## src/rtl/clk_meas_pkg.sv

```systemverilog
// Shared types and defaults for the divided-clock period/duty measurement block.
package clk_meas_pkg;

  localparam int CNT_W_DEF = 8;

  typedef enum logic [1:0] {
    IDLE   = 2'd0,
    FIRST  = 2'd1,
    LOCKED = 2'd2
  } state_t;

endpackage

```

## src/rtl/sync_edge.sv

```systemverilog
// Optional 2-flop synchronizer for div_in followed by a rising-edge detector on the sampled signal.
module sync_edge #(
  parameter int SYNC_EN = 1
) (
  input  logic clk,
  input  logic rst,
  input  logic div_in,
  output logic s,
  output logic rise
);

  logic s_prev;

  if (SYNC_EN != 0) begin : g_sync
    logic meta;
    logic sync;
    always_ff @(posedge clk) begin
      if (rst) begin
        meta <= 1'b0;
        sync <= 1'b0;
      end else begin
        meta <= div_in;
        sync <= meta;
      end
    end
    assign s = sync;
  end else begin : g_direct
    assign s = div_in;
  end

  always_ff @(posedge clk) begin
    if (rst) s_prev <= 1'b0;
    else     s_prev <= s;
  end

  assign rise = s & ~s_prev;

endmodule

```

## src/rtl/clk_div_meas.sv

```systemverilog
// Measures the period and high time of a divided clock in clk cycles and tracks lock/mismatch/timeout.
// meas_valid is a one-cycle strobe: period/high_cnt/locked/mismatch are valid in the cycle it is high; there is no ready.
module clk_div_meas
  import clk_meas_pkg::*;
#(
  parameter int CNT_W   = CNT_W_DEF,
  parameter int SYNC_EN = 1
) (
  input  logic             clk,
  input  logic             rst,
  input  logic             div_in,
  output logic [CNT_W-1:0] period,
  output logic [CNT_W-1:0] high_cnt,
  output logic             meas_valid,
  output logic             locked,
  output logic             mismatch,
  output logic             timeout,
  output state_t           dbg_state
);

  localparam logic [CNT_W-1:0] CNT_MAX = '1;
  localparam logic [CNT_W-1:0] ONE     = CNT_W'(1);

  logic s;
  logic rise;

  sync_edge #(.SYNC_EN(SYNC_EN)) u_sync_edge (
    .clk    (clk),
    .rst    (rst),
    .div_in (div_in),
    .s      (s),
    .rise   (rise)
  );

  state_t           state, state_nxt;
  logic [CNT_W-1:0] cnt, cnt_nxt;
  logic [CNT_W-1:0] hcnt, hcnt_nxt;
  logic [CNT_W-1:0] ref_period, ref_period_nxt;
  logic             ref_ok, ref_ok_nxt;
  logic [CNT_W-1:0] period_nxt, high_nxt;
  logic             mv_nxt, lk_nxt, mm_nxt, to_nxt;
  logic             period_match;

  always_ff @(posedge clk) begin
    if (rst) begin
      state      <= IDLE;
      cnt        <= '0;
      hcnt       <= '0;
      ref_period <= '0;
      ref_ok     <= 1'b0;
      period     <= '0;
      high_cnt   <= '0;
      meas_valid <= 1'b0;
      locked     <= 1'b0;
      mismatch   <= 1'b0;
      timeout    <= 1'b0;
    end else begin
      state      <= state_nxt;
      cnt        <= cnt_nxt;
      hcnt       <= hcnt_nxt;
      ref_period <= ref_period_nxt;
      ref_ok     <= ref_ok_nxt;
      period     <= period_nxt;
      high_cnt   <= high_nxt;
      meas_valid <= mv_nxt;
      locked     <= lk_nxt;
      mismatch   <= mm_nxt;
      timeout    <= to_nxt;
    end
  end

  // cnt holds the cycles since the last rise, so at the next rise it already equals the period.
  always_comb begin
    state_nxt      = state;
    cnt_nxt        = cnt;
    hcnt_nxt       = hcnt;
    ref_period_nxt = ref_period;
    ref_ok_nxt     = ref_ok;
    period_nxt     = period;
    high_nxt       = high_cnt;
    mv_nxt         = 1'b0;
    lk_nxt         = locked;
    mm_nxt         = 1'b0;
    to_nxt         = 1'b0;
    period_match   = ref_ok && (cnt == ref_period);

    if (rise) begin
      cnt_nxt  = ONE;
      hcnt_nxt = ONE;
      unique case (state)
        IDLE: state_nxt = FIRST;
        FIRST: begin
          period_nxt     = cnt;
          high_nxt       = hcnt;
          mv_nxt         = 1'b1;
          ref_period_nxt = cnt;
          ref_ok_nxt     = 1'b1;
          if (period_match) begin
            state_nxt = LOCKED;
            lk_nxt    = 1'b1;
          end
        end
        LOCKED: begin
          period_nxt = cnt;
          high_nxt   = hcnt;
          mv_nxt     = 1'b1;
          if (cnt != ref_period) begin
            mm_nxt         = 1'b1;
            lk_nxt         = 1'b0;
            ref_period_nxt = cnt;
            state_nxt      = FIRST;
          end
        end
        default: state_nxt = IDLE;
      endcase
    end else if (state != IDLE) begin
      // A rise on the threshold cycle takes the branch above, so a full-scale period still measures.
      if (cnt == CNT_MAX) begin
        to_nxt     = 1'b1;
        lk_nxt     = 1'b0;
        ref_ok_nxt = 1'b0;
        state_nxt  = IDLE;
        cnt_nxt    = '0;
        hcnt_nxt   = '0;
      end else begin
        cnt_nxt = cnt + ONE;
        if (s) hcnt_nxt = hcnt + ONE;
      end
    end
  end

  assign dbg_state = state;

endmodule

```

## config.mk

```make
export PLATFORM = sky130hd
export DESIGN_NAME = clk_div_meas
export DESIGN_NICKNAME = d
export VERILOG_FILES = /design/src/rtl/clk_meas_pkg.sv /design/src/rtl/sync_edge.sv /design/src/rtl/clk_div_meas.sv
export SDC_FILE = /design/constraint.sdc
export NUM_CORES = 1
export LEC_CHECK = 0
export ABC_AREA = 1
export CORE_UTILIZATION = 45
export CTS_CLUSTER_SIZE = 14
export DETAILED_ROUTE_END_ITERATION = 7
export GPL_ROUTABILITY_DRIVEN = 0
export GPL_TIMING_DRIVEN = 0
export PLACE_DENSITY_LB_ADDON = 0.05
export SYNTH_ARGS = -nofsm -noshare
export SYNTH_HDL_FRONTEND = slang
export SYNTH_SLANG_ARGS = --single-unit
export TNS_END_PERCENT = 100
```

## constraint.sdc

```tcl
create_clock -name clk -period 1.8 [get_ports clk]
set_clock_uncertainty 0.1 [all_clocks]
set_input_delay 0.18 -clock clk [delete_from_list [all_inputs] [get_ports clk]]
set_output_delay 0.18 -clock clk [all_outputs]
set_load 0.02 [all_outputs]
```

# [After elaboration in Yosys (flattened, before gate mapping)]
# Cells that the tools add are included.
[word_totals] regBits=50 inputBits=3 output_inout_bits=22 wordCells=79
[classes] add_sub_neg=2 eq_ne=10 mux=26 bitwise=5 n_reduce_logical=20
[op_table] operator="$mux W8" n=4
[op_table] operator="$add A8 B1 Y8 const B" n=2
[op_table] operator="$pmux W8 S2" n=1
[op_table] operator="$mux W1" n=14
[op_table] operator="$mux W2" n=5
[op_table] operator="$reduce_bool A2 Y1" n=5
[op_table] operator="$eq A8 B8 Y1" n=1
[op_table] operator="$eq A8 B8 Y1 const B" n=1
[op_table] operator="$ne A8 B8 Y1" n=1
[op_table] operator="$ne A3 B3 Y1 const B" n=2
[op_table] operator="$pmux W2 S3" n=1
[op_table] operator="$reduce_and A2 Y1" n=3
[op_table] operator="$reduce_and A3 Y1" n=2
[op_table] operator="$reduce_or A2 Y1" n=3
[op_table] operator="$reduce_or A3 Y1" n=2
[op_table] operator="$reduce_and A5 Y1" n=1
[op_table] operator="$not A1 Y1" n=4
[op_table] operator="$reduce_and A4 Y1" n=1
[op_table] operator="$ne A3 B1 Y1 const B" n=1
[op_table] operator="$reduce_bool A3 Y1" n=1
[op_table] operator="$eq A2 B1 Y1 const B" n=1
[op_table] operator="$eq A2 B2 Y1 const B" n=1
[op_table] operator="$logic_not A2 Y1" n=1
[op_table] operator="$ne A2 B1 Y1 const B" n=1
[op_table] operator="other kinds (4)" n=4

# [Longest topological paths before layout]
# Gate-level depths: netlist (run 1).
[logic_depth] word_depth=5 ltp_mapped=12

# [By module]
# Synthesis (run 1) repeated with hierarchy kept, for this count alone.
[hier_totals] hier_cells=285 area_unflattened_um2=2154.6
[by_module_without_submodules] module="clk_div_meas" instances=1 cells_each=275 area_per_inst_um2=2068.2 seq_area_each_um2=940.9
[by_module_without_submodules] module="sync_edge" instances=1 cells_each=10 area_per_inst_um2=86.3 seq_area_each_um2=60.1

# [Worst setup path after synthesis (run 1)]
# OpenSTA, ideal clock, no wires.
[synth_timing] path_type="register to register" start="register state[0], in the netlist dbg_state[0]" end="register high_cnt[4]" setup_time_ns=0.071 arrival_ns=1.606 required_time_ns=1.629 path_slack_ns=0.023 path_stages_with_launch=7 n_path_buf=2 cell_sequence="dfxtp_1 inv_1 ha_1 clkbuf_1 clkbuf_1 nand3_1 a21oi_1"
[synth_between] elab_chain_cells=3
[synth_lines] item="start: declaration" line_no="clk_div_meas.sv:35" text="state_t state, state_nxt;"
[synth_lines] item="start signal: assignment" line_no="clk_div_meas.sv:58" text="state <= state_nxt;"
[synth_lines] item="$eq A2 B2 Y1 / $eq A2 B1 Y1 (equally long branches)" line_no="clk_div_meas.sv:90" text="unique case (state)"
[synth_lines] item="$reduce_or A2 Y1 (no source line) (*)"
[synth_lines] item="$reduce_and A2 Y1 (no source line) (*)"
[synth_lines] item="end signal: assignment" line_no="clk_div_meas.sv:64" text="high_cnt <= high_nxt;"
[synth_lines] item="end: declaration" line_no="clk_div_meas.sv:13" text="output logic [CNT_W-1:0] high_cnt,"
# Every way passes the cells marked *; elsewhere a longest branch is shown, timed or not.
# A chain may end at the register's enable or synchronous reset.

# [Final worst setup path (run 1)]
[layout_timing] start="register cnt[1]" end="register hcnt[7]"
[layout_between] elab_chain_cells=3
[layout_lines] item="start: declaration" line_no="clk_div_meas.sv:36" text="logic [CNT_W-1:0] cnt, cnt_nxt;"
[layout_lines] item="start signal: assignment" line_no="clk_div_meas.sv:59" text="cnt <= cnt_nxt;"
[layout_lines] item="$eq A8 B8 Y1 (*)" line_no="clk_div_meas.sv:118" text="if (cnt == CNT_MAX) begin"
[layout_lines] item="$reduce_bool A2 Y1 (no source line)"
[layout_lines] item="$reduce_and A2 Y1 (no source line)"
[layout_lines] item="end signal: assignment" line_no="clk_div_meas.sv:60" text="hcnt <= hcnt_nxt;"
[layout_lines] item="end: declaration" line_no="clk_div_meas.sv:37" text="logic [CNT_W-1:0] hcnt, hcnt_nxt;"
# Marked as above.

==> results of run 1 <==
[flip-flops by register name (all words and copies together) (netlist names), 2 cells and up]
register,flops
period,8
ref_period,8
dbg_state,2
hcnt,8
high_cnt,8
cnt,8
[through the flow]
step	cell area [um2]	worst slack (ns)	instances	hold WS (ns)	total power, mW
2_1_floorplan	2320	0.0231	298	0.187	1.24
3_3_place_gp	2630	-0.158	388	0.303	1.27
3_5_place_dp	2630	-0.172	388	0.302	1.27
4_1_cts	2740	0.0341	395	0.165	1.98
5_1_grt	2770	0.00484	398	0.180	2.03
6_report	2770	0.106	398	0.163	1.96
[worst max-delay path, stage by stage (launching register included)]
cell,delay [ns]
dfxtp_4,0.40
ha_2,0.20
nand3_2,0.09
nor2_4,0.15
nand2_4,0.09
a21oi_4,0.24
nand4_1,0.14
o21ai_1,0.14
a21oi_1,0.05
[logic make-up (layout without fill, tap and decap cells)]
group / after synthesis / count (layout) / share of synthesized area, %
DFF: 50 / 50 / 43.2
buffers and inverters: 46 / 79 / 8.53
and+or+nand+nor: 131 / 131 / 28.5
adders and majority gates: 6 / 6 / 3.24
AOI/OAI and AO/OA: 60 / 60 / 14.6
xor gates and xnor gates: 5 / 5 / 1.89
[per-layer routing]
metal  vias to the layer above  share of wire, %  global-route usage (%)
met5                         -                 0                       0
met4                         0               1.5                    7.26
met3                         9               3.9                    4.94
met2                        35                43                    30.6
met1                       901                51                    28.7
li1                       1031                 -                       -
[how the worst min path moves through the flow]
stage               slack (ns)                                 end                               start  depth (start not counted)
floorplan                 0.19  u_sync_edge.g_sync.meta$_SDFF_PP0_                              div_in                          2
detailed placement        0.30            u_sync_edge.s$_SDFF_PP0_  u_sync_edge.g_sync.meta$_SDFF_PP0_                          2
finish                    0.16                hcnt[0]$_SDFFE_PP0P_                                 rst                          2
CTS                       0.16                hcnt[0]$_SDFFE_PP0P_                                 rst                          2
global route              0.18                hcnt[0]$_SDFFE_PP0P_                                 rst                          2
global placement          0.30            u_sync_edge.s$_SDFF_PP0_  u_sync_edge.g_sync.meta$_SDFF_PP0_                          2
[what timing repair did]
| action | in CTS | in global routing |
|---|---|---|
| gates resized for setup | 6 | 6 |
| hold endpoints to repair | 0 | 0 |
| setup endpoints to repair | 17 | 9 |
| gates cloned | 0 | 0 |
| setup buffers | 0 | 3 |
| pin swaps | 0 | 2 |
[cell usage after synthesis]
master	number	area share, %
inv_1	31	5.0
nor2_8	1	0.86
nand2_2	5	1.3
inv_2	4	0.65
clkbuf_1	5	0.81
nor3_4	1	0.70
nand4_1	3	0.81
buf_2	2	0.43
a21oi_1	39	8.4
dfxtp_1	50	43
o21ai_1	3	0.65
nand2_1	60	9.7
buf_4	2	0.65
nor2_1	17	2.8
a211oi_1	2	0.65
nor3_1	3	0.65
ha_1	6	3.2
a21oi_2	2	0.76
nor2_4	2	0.97
buf_6	2	0.97
xnor2_1	3	1.1
xor2_1	2	0.76
or2_1	1	0.27
a21oi_4	1	0.70
o221ai_1	1	0.38
nand3b_1	2	0.65
o21ai_2	3	1.1
nand3_1	25	5.4
o21ai_0	9	1.9
nand3_2	2	0.86
nor2_2	3	0.81
nor3b_1	1	0.32
nand2_4	5	2.4
[cell type report]
type	instances	area share, %
clock buffers	6	2.98
inverters	35	4.74
multi-input cells	202	40.8
clock inverters	2	0.587
flip-flops and latches	50	36.5
plain buffers	10	2.30
well taps	67	3.02
repair buffers	26	9.12
[cell usage in the layout, fill, tap and decap left out, types with 2 or more instances in the layout]
| master | count |
|---|---|
| xnor2_1 | 3 |
| inv_1 | 30 |
| buf_4 | 5 |
| nand2_4 | 5 |
| nand2_1 | 60 |
| clkbuf_1 | 3 |
| clkdlybuf4s50_1 | 23 |
| nand2_2 | 5 |
| clkbuf_8 | 6 |
| buf_2 | 2 |
| dfxtp_4 | 2 |
| o21ai_1 | 4 |
| a21oi_2 | 2 |
| nand3_2 | 2 |
| ha_1 | 4 |
| buf_6 | 2 |
| ha_2 | 2 |
| nor2_1 | 17 |
| o21ai_0 | 8 |
| nand3b_1 | 2 |
| o21ai_2 | 3 |
| inv_2 | 5 |
| a211oi_1 | 2 |
| xor2_1 | 2 |
| dfxtp_2 | 2 |
| dfxtp_1 | 46 |
| nand4_1 | 3 |
| nor2_2 | 3 |
| nor3_1 | 2 |
| nor2_4 | 2 |
| nand3_1 | 25 |
| a21oi_1 | 39 |
[power groups by stage]
stage,clock network (mW),registers (mW),logic (mW)
after floorplan,0,1.15,0.0875
after global placement,0,1.15,0.119
after detailed placement,0,1.15,0.120
after CTS,0.731,1.12,0.123
after global routing,0.765,1.13,0.137
final,0.712,1.12,0.122
==> impl_metrics.py, run 1 <==
metrics = {
    "power": {
        "swShare_pct": 24.9,
        "cellInternalPower_mw": 1.47,
        "p_switching_uw": 487,
        "seqPwrFrac_pct": 57.4,
        "p_leak_nw": 1.06,
        "p_clk_share_pct": 36.4,
        "powerDensity_mw_per_mm2": 706,
        "ir_worst_vdd_mv": 0.318,
        "p_comb_share_pct": 6.2,
    },
    "cells_and_area": {
        "area_growth_pct": 19.5,
        "nets": 339,
        "fillers": 456,
        "num_antenna_cells": 0,
        "final_util_pct": 57.2,
        "drive_above_1_share_pct": 16.6,
        "final-seq-area_mm2": 0.00101,
        "multi_input_area_mm2": 0.00113,
    },
    "setup_path": {
        "arrival_ns": 1.81,
        "cp-end-kind": "register",
        "crit_path_end": "hcnt[7]$_SDFFE_PP0P_",
        "regToRegSetupSlack_ns": 0.11,
        "reg2reg_from": "cnt[1]$_SDFFE_PP0N_",
        "cp_max_fo": 6,
        "critPathKind": "reg -> reg",
        "worst_setup_path_start_kind": "register",
        "reg2reg_depth": 8,
        "r2r_end": "hcnt[7]$_SDFFE_PP0P_",
        "crit_required_ns": 1.91,
        "critPathLaunch": "cnt[1]$_SDFFE_PP0N_",
    },
    "detailed_routing": {
        "drt_first_pass_iters": 4,
        "drt-total-wl_um": 5020,
        "ant_nets": 0,
        "avgViaCountPerCell": 4.96,
        "drt_iter0_markers": 81,
        "drc": 0,
        "vias": 1976,
        "wl_per_cell_um": 12.6,
    },
    "floorplan": {
        "core_area_mm2": 0.00485,
        "fp.dieH_um": 73.8,
        "rows": 25,
        "die_area_mm2": 0.00544,
        "initial_core_util_pct": 47.8,
        "dieWidth_um": 73.8,
        "pin_count": 25,
    },
    "synthesis": {
        "syn_area_per_cell_um2": 7.78,
        "synth_warnings": 0,
        "synth.distinct_cells": 33,
        "synth_area_mm2": 0.00232,
        "yosysSeqAreaShare_pct": 43.2,
        "synthCells": 298,
        "ys_ff_latch": 50,
        "syn_nets": 307,
    },
    "run": {
        "maxCapViolCount": 0,
    },
    "clock_network": {
        "cts_max_path_buffers": 2,
        "cts_tree": "yes",
        "cts_root_buffer": "clkbuf_8",
        "clkLatencyLatePin_ns": 0.31,
        "path_clk_slew_ns": 0.10,
        "htree_levels": 2,
        "cts.hold.buffers_added": 0,
        "cts_buffers": 5,
        "clock_sinks": 50,
    },
    "placed_design": {
        "dpl.hpwl_um": 3610,
        "portBuffers": 23,
    },
    "timing": {
        "relSlewSlack_pct": 62.7,
        "rsz0062_at_grt": "no",
        "max_slew.worst_pin.slew_ns": 0.559,
        "post-route-min-period_ns": 1.69,
        "fmax_ghz": 0.590,
        "finalSetupViolCount": 0,
        "fin_crit_sh_pct": 94.1,
        "fin_setup_tns_ns": 0,
        "hold_viol_final": 0,
        "drv_slew": 0,
    },
    "hold_path": {
        "hold_class": "in -> reg",
    },
    "global_routing": {
        "globalRouteTotalUtil_pct": 20.5,
        "grt_first_pass_wirelength_um": 8350,
        "grt_pass1_vias": 1716,
        "antenna_found_initial": 0,
        "grt-ovfl-total": 0,
        "grt_max_degree": 17,
    },
    "outcome": {
        "status": "completed",
    },
}
No activity file was read; power rests on OpenSTA's default activity.
==> inputs of run 2 (changes only) <==
Settings changed: ABC_AREA 1 to 0.
==> run 2 against run 1 <==
Net effect:
- setup slack worse by 0.030 ns
- final cell count decreased by 11%
- sequential power barely moved
- largest cell class unchanged
- die area down 4.4%
- sequential share of layout area down 0.76 points
- highest routed layer unchanged
- fmax is 1.8% lower
- total power down 5.9%
==> impl_metrics.py, run 2 <==
metrics = {
    "outcome": {
        "status": "completed",
    },
    "detailed_routing": {
        "drc": 0,
        "avgViaCountPerCell": 5.10,
        "wl_per_cell_um": 13.6,
        "drt_first_pass_iters": 4,
        "vias": 1799,
        "ant_nets": 0,
        "drt-total-wl_um": 4810,
        "drt_iter0_markers": 100,
    },
    "cells_and_area": {
        "final-seq-area_mm2": 0.00101,
        "fillers": 441,
        "drive_above_1_share_pct": 18.9,
        "nets": 294,
        "multi_input_area_mm2": 0.00124,
        "final_util_pct": 59.9,
        "mostFrequentLayoutCells": "nand2_1 (44), dfxtp_1 (44), a21oi_1 (25), nor2_1 (24), clkdlybuf4s50_1 (23)",
        "fin_cells": 353,
        "area_growth_pct": 27.8,
        "num_antenna_cells": 0,
        "fin_area_mm2": 0.00283,
    },
    "floorplan": {
        "die_area_mm2": 0.00521,
        "initial_core_util_pct": 46.9,
        "rows": 25,
        "pin_count": 25,
        "dieWidth_um": 72.2,
        "fp.dieH_um": 72.2,
        "core_area_mm2": 0.00472,
    },
    "setup_path": {
        "crit_required_ns": 1.89,
        "critPathLaunch": "cnt[7]$_SDFFE_PP0N_",
        "critical-path-top-delay-family": "buffers and inverters",
        "slowest_stage": "dfxtp_1",
        "r2r_end": "ref_period[1]$_SDFFE_PP0P_",
        "reg2reg_depth": 8,
        "arrival_ns": 1.81,
        "cp-end-kind": "register",
        "crit_path_end": "ref_period[1]$_SDFFE_PP0P_",
        "path_buf_inv": 3,
        "worst_setup_path_start_kind": "register",
        "reg2reg_from": "cnt[7]$_SDFFE_PP0N_",
        "critPathKind": "reg -> reg",
        "regToRegSetupSlack_ns": 0.08,
        "path_cells": "buf_6, xor2_2, nor4_4, buf_4, a31oi_4, buf_12, mux2i_1, nor2_1",
        "crit_cells": 8,
        "cp_max_fo": 8,
        "max_stage_delay_ns": 0.32,
    },
    "placed_design": {
        "place_area_mm2": 0.00253,
        "dp_cells": 340,
        "dpl.hpwl_um": 3180,
        "portBuffers": 23,
    },
    "clock_network": {
        "cts_max_path_buffers": 2,
        "path_clk_slew_ns": 0.09,
        "htree_levels": 2,
        "clkLatencyLatePin_ns": 0.31,
        "clock_sinks": 50,
        "cts_tree": "yes",
        "cts_root_buffer": "clkbuf_8",
        "cts_buffers": 5,
    },
    "power": {
        "powerDensity_mw_per_mm2": 651,
        "p_leak_nw": 1.01,
        "p_switching_uw": 431,
        "cellInternalPower_mw": 1.41,
        "seqPwrFrac_pct": 60.6,
        "swShare_pct": 23.4,
        "p_clk_share_pct": 35.5,
        "ir_worst_vdd_mv": 0.414,
        "p_comb_share_pct": 3.9,
    },
    "synthesis": {
        "yosysSeqAreaShare_pct": 45.2,
        "ys_ff_latch": 50,
        "synthArstFlopShare_pct": 0,
        "synth_top_area_share_pct": 45.2,
        "synthCells": 250,
        "synth_common_cells": "dfxtp_1 (50), nand2_1 (44), a21oi_1 (25)",
        "synth.distinct_cells": 38,
        "synth-edff-count": 0,
        "syn_nets": 259,
        "synth_largest_area_cell": "dfxtp_1",
        "synth_area_leaders": "dfxtp_1 (45%), nand2_1 (7.5%), a21oi_1 (5.6%), mux2i_1 (5.4%), xor2_1 (4.4%)",
        "synth_area_mm2": 0.00221,
        "syn_area_per_cell_um2": 8.86,
        "synthFlopType": "dfxtp_1",
        "synth_warnings": 0,
        "yosysMostFrequentCell": "dfxtp_1",
    },
    "global_routing": {
        "grt-ovfl-total": 0,
        "antenna_found_initial": 0,
        "grt.busiest_layer": "met2",
        "globalRouteTotalUtil_pct": 19.5,
        "use_met2_pct": 29.9,
        "grt_use_met3_pct": 3.47,
        "use_met1_pct": 26.5,
        "grt_first_pass_wirelength_um": 7800,
        "grt_max_degree": 18,
        "grt_pass1_vias": 1642,
    },
    "timing": {
        "fmax_ghz": 0.580,
        "hold_viol_final": 0,
        "rsz0062_at_grt": "yes",
        "finalSetupViolCount": 0,
        "fin_crit_sh_pct": 95.8,
        "post-route-min-period_ns": 1.72,
        "relSlewSlack_pct": 60.2,
        "drv_slew": 0,
        "max_slew.worst_pin.slew_ns": 0.595,
    },
    "run": {
        "maxCapViolCount": 0,
    },
    "hold_path": {
        "hold_class": "in -> reg",
        "hold_depth": 2,
    },
}
## run 2: cell types whose count changed after synthesis, sizes merged, moves of 6 or more
cell / delta
a21oi: -17
clkbuf: +6
inv: -31
mux2i: +12
nand2: -26
nand3: -22
o21ai: -8
xor2: +9
## run 2: cells by family after synthesis
logic type | synth area share [%]
compound gates | 12.4
xor+xnor | 6.33
fa+ha+maj | 3.39
buf+inv | 4.46
flops | 45.2
mux | 5.42
simple gates | 22.8
## run 2: layout make-up
cell class / instances / area share, %
Timing Repair Buffer: 33 / 11.2
Clock inverter: 2 / 0.486
Buffer: 12 / 2.52
Tap cell: 67 / 2.96
Clock buffer: 6 / 2.56
Multi-Input combinational cell: 179 / 44.0
Sequential cell: 50 / 35.7
Inverter: 4 / 0.531
## run 2: metrics by stage
stage          total power, mW  hold WS, ns  setup WS, ns  setup TNS [ns]
2_1_floorplan             1.19        0.208        0.0206               0
3_3_place_gp              1.20        0.337        -0.136           -1.11
3_5_place_dp              1.21        0.335        -0.145           -1.43
4_1_cts                   1.86        0.137       0.00835               0
5_1_grt                   1.91        0.162       -0.0276         -0.0977
6_report                  1.84        0.133        0.0756               0
## run 2: repair_timing
action,CTS,global route
pin swaps,2,3
resized for setup,13,25
setup buffers,3,7
hold buffers,0,0
setup endpoints to repair,32,35
## run 2: routing by layer
metal,vias up,share of wire (%)
li1,909,-
met3,12,3.8
met2,35,45
met1,843,48
met4,0,3.1
met5,-,0
## run 2: worst min path at each step
stage                                             startpoint                            endpoint  slack [ns]
final                                                    rst            u_sync_edge.s$_SDFF_PP0_        0.13
after floorplan                                       div_in  u_sync_edge.g_sync.meta$_SDFF_PP0_        0.21
after global routing                                     rst            u_sync_edge.s$_SDFF_PP0_        0.16
after detailed placement  u_sync_edge.g_sync.meta$_SDFF_PP0_            u_sync_edge.s$_SDFF_PP0_        0.34
after CTS                                                rst            u_sync_edge.s$_SDFF_PP0_        0.14
after global placement    u_sync_edge.g_sync.meta$_SDFF_PP0_            u_sync_edge.s$_SDFF_PP0_        0.34
## run 2: power by group through the flow
stage | Sequential [mW] | Combinational, mW | Clock [mW]
after detailed placement | 1.14 | 0.0620 | 0
after global placement | 1.14 | 0.0612 | 0
after floorplan | 1.14 | 0.0437 | 0
after global routing | 1.12 | 0.0783 | 0.713
after CTS | 1.12 | 0.0690 | 0.674
final | 1.12 | 0.0712 | 0.654
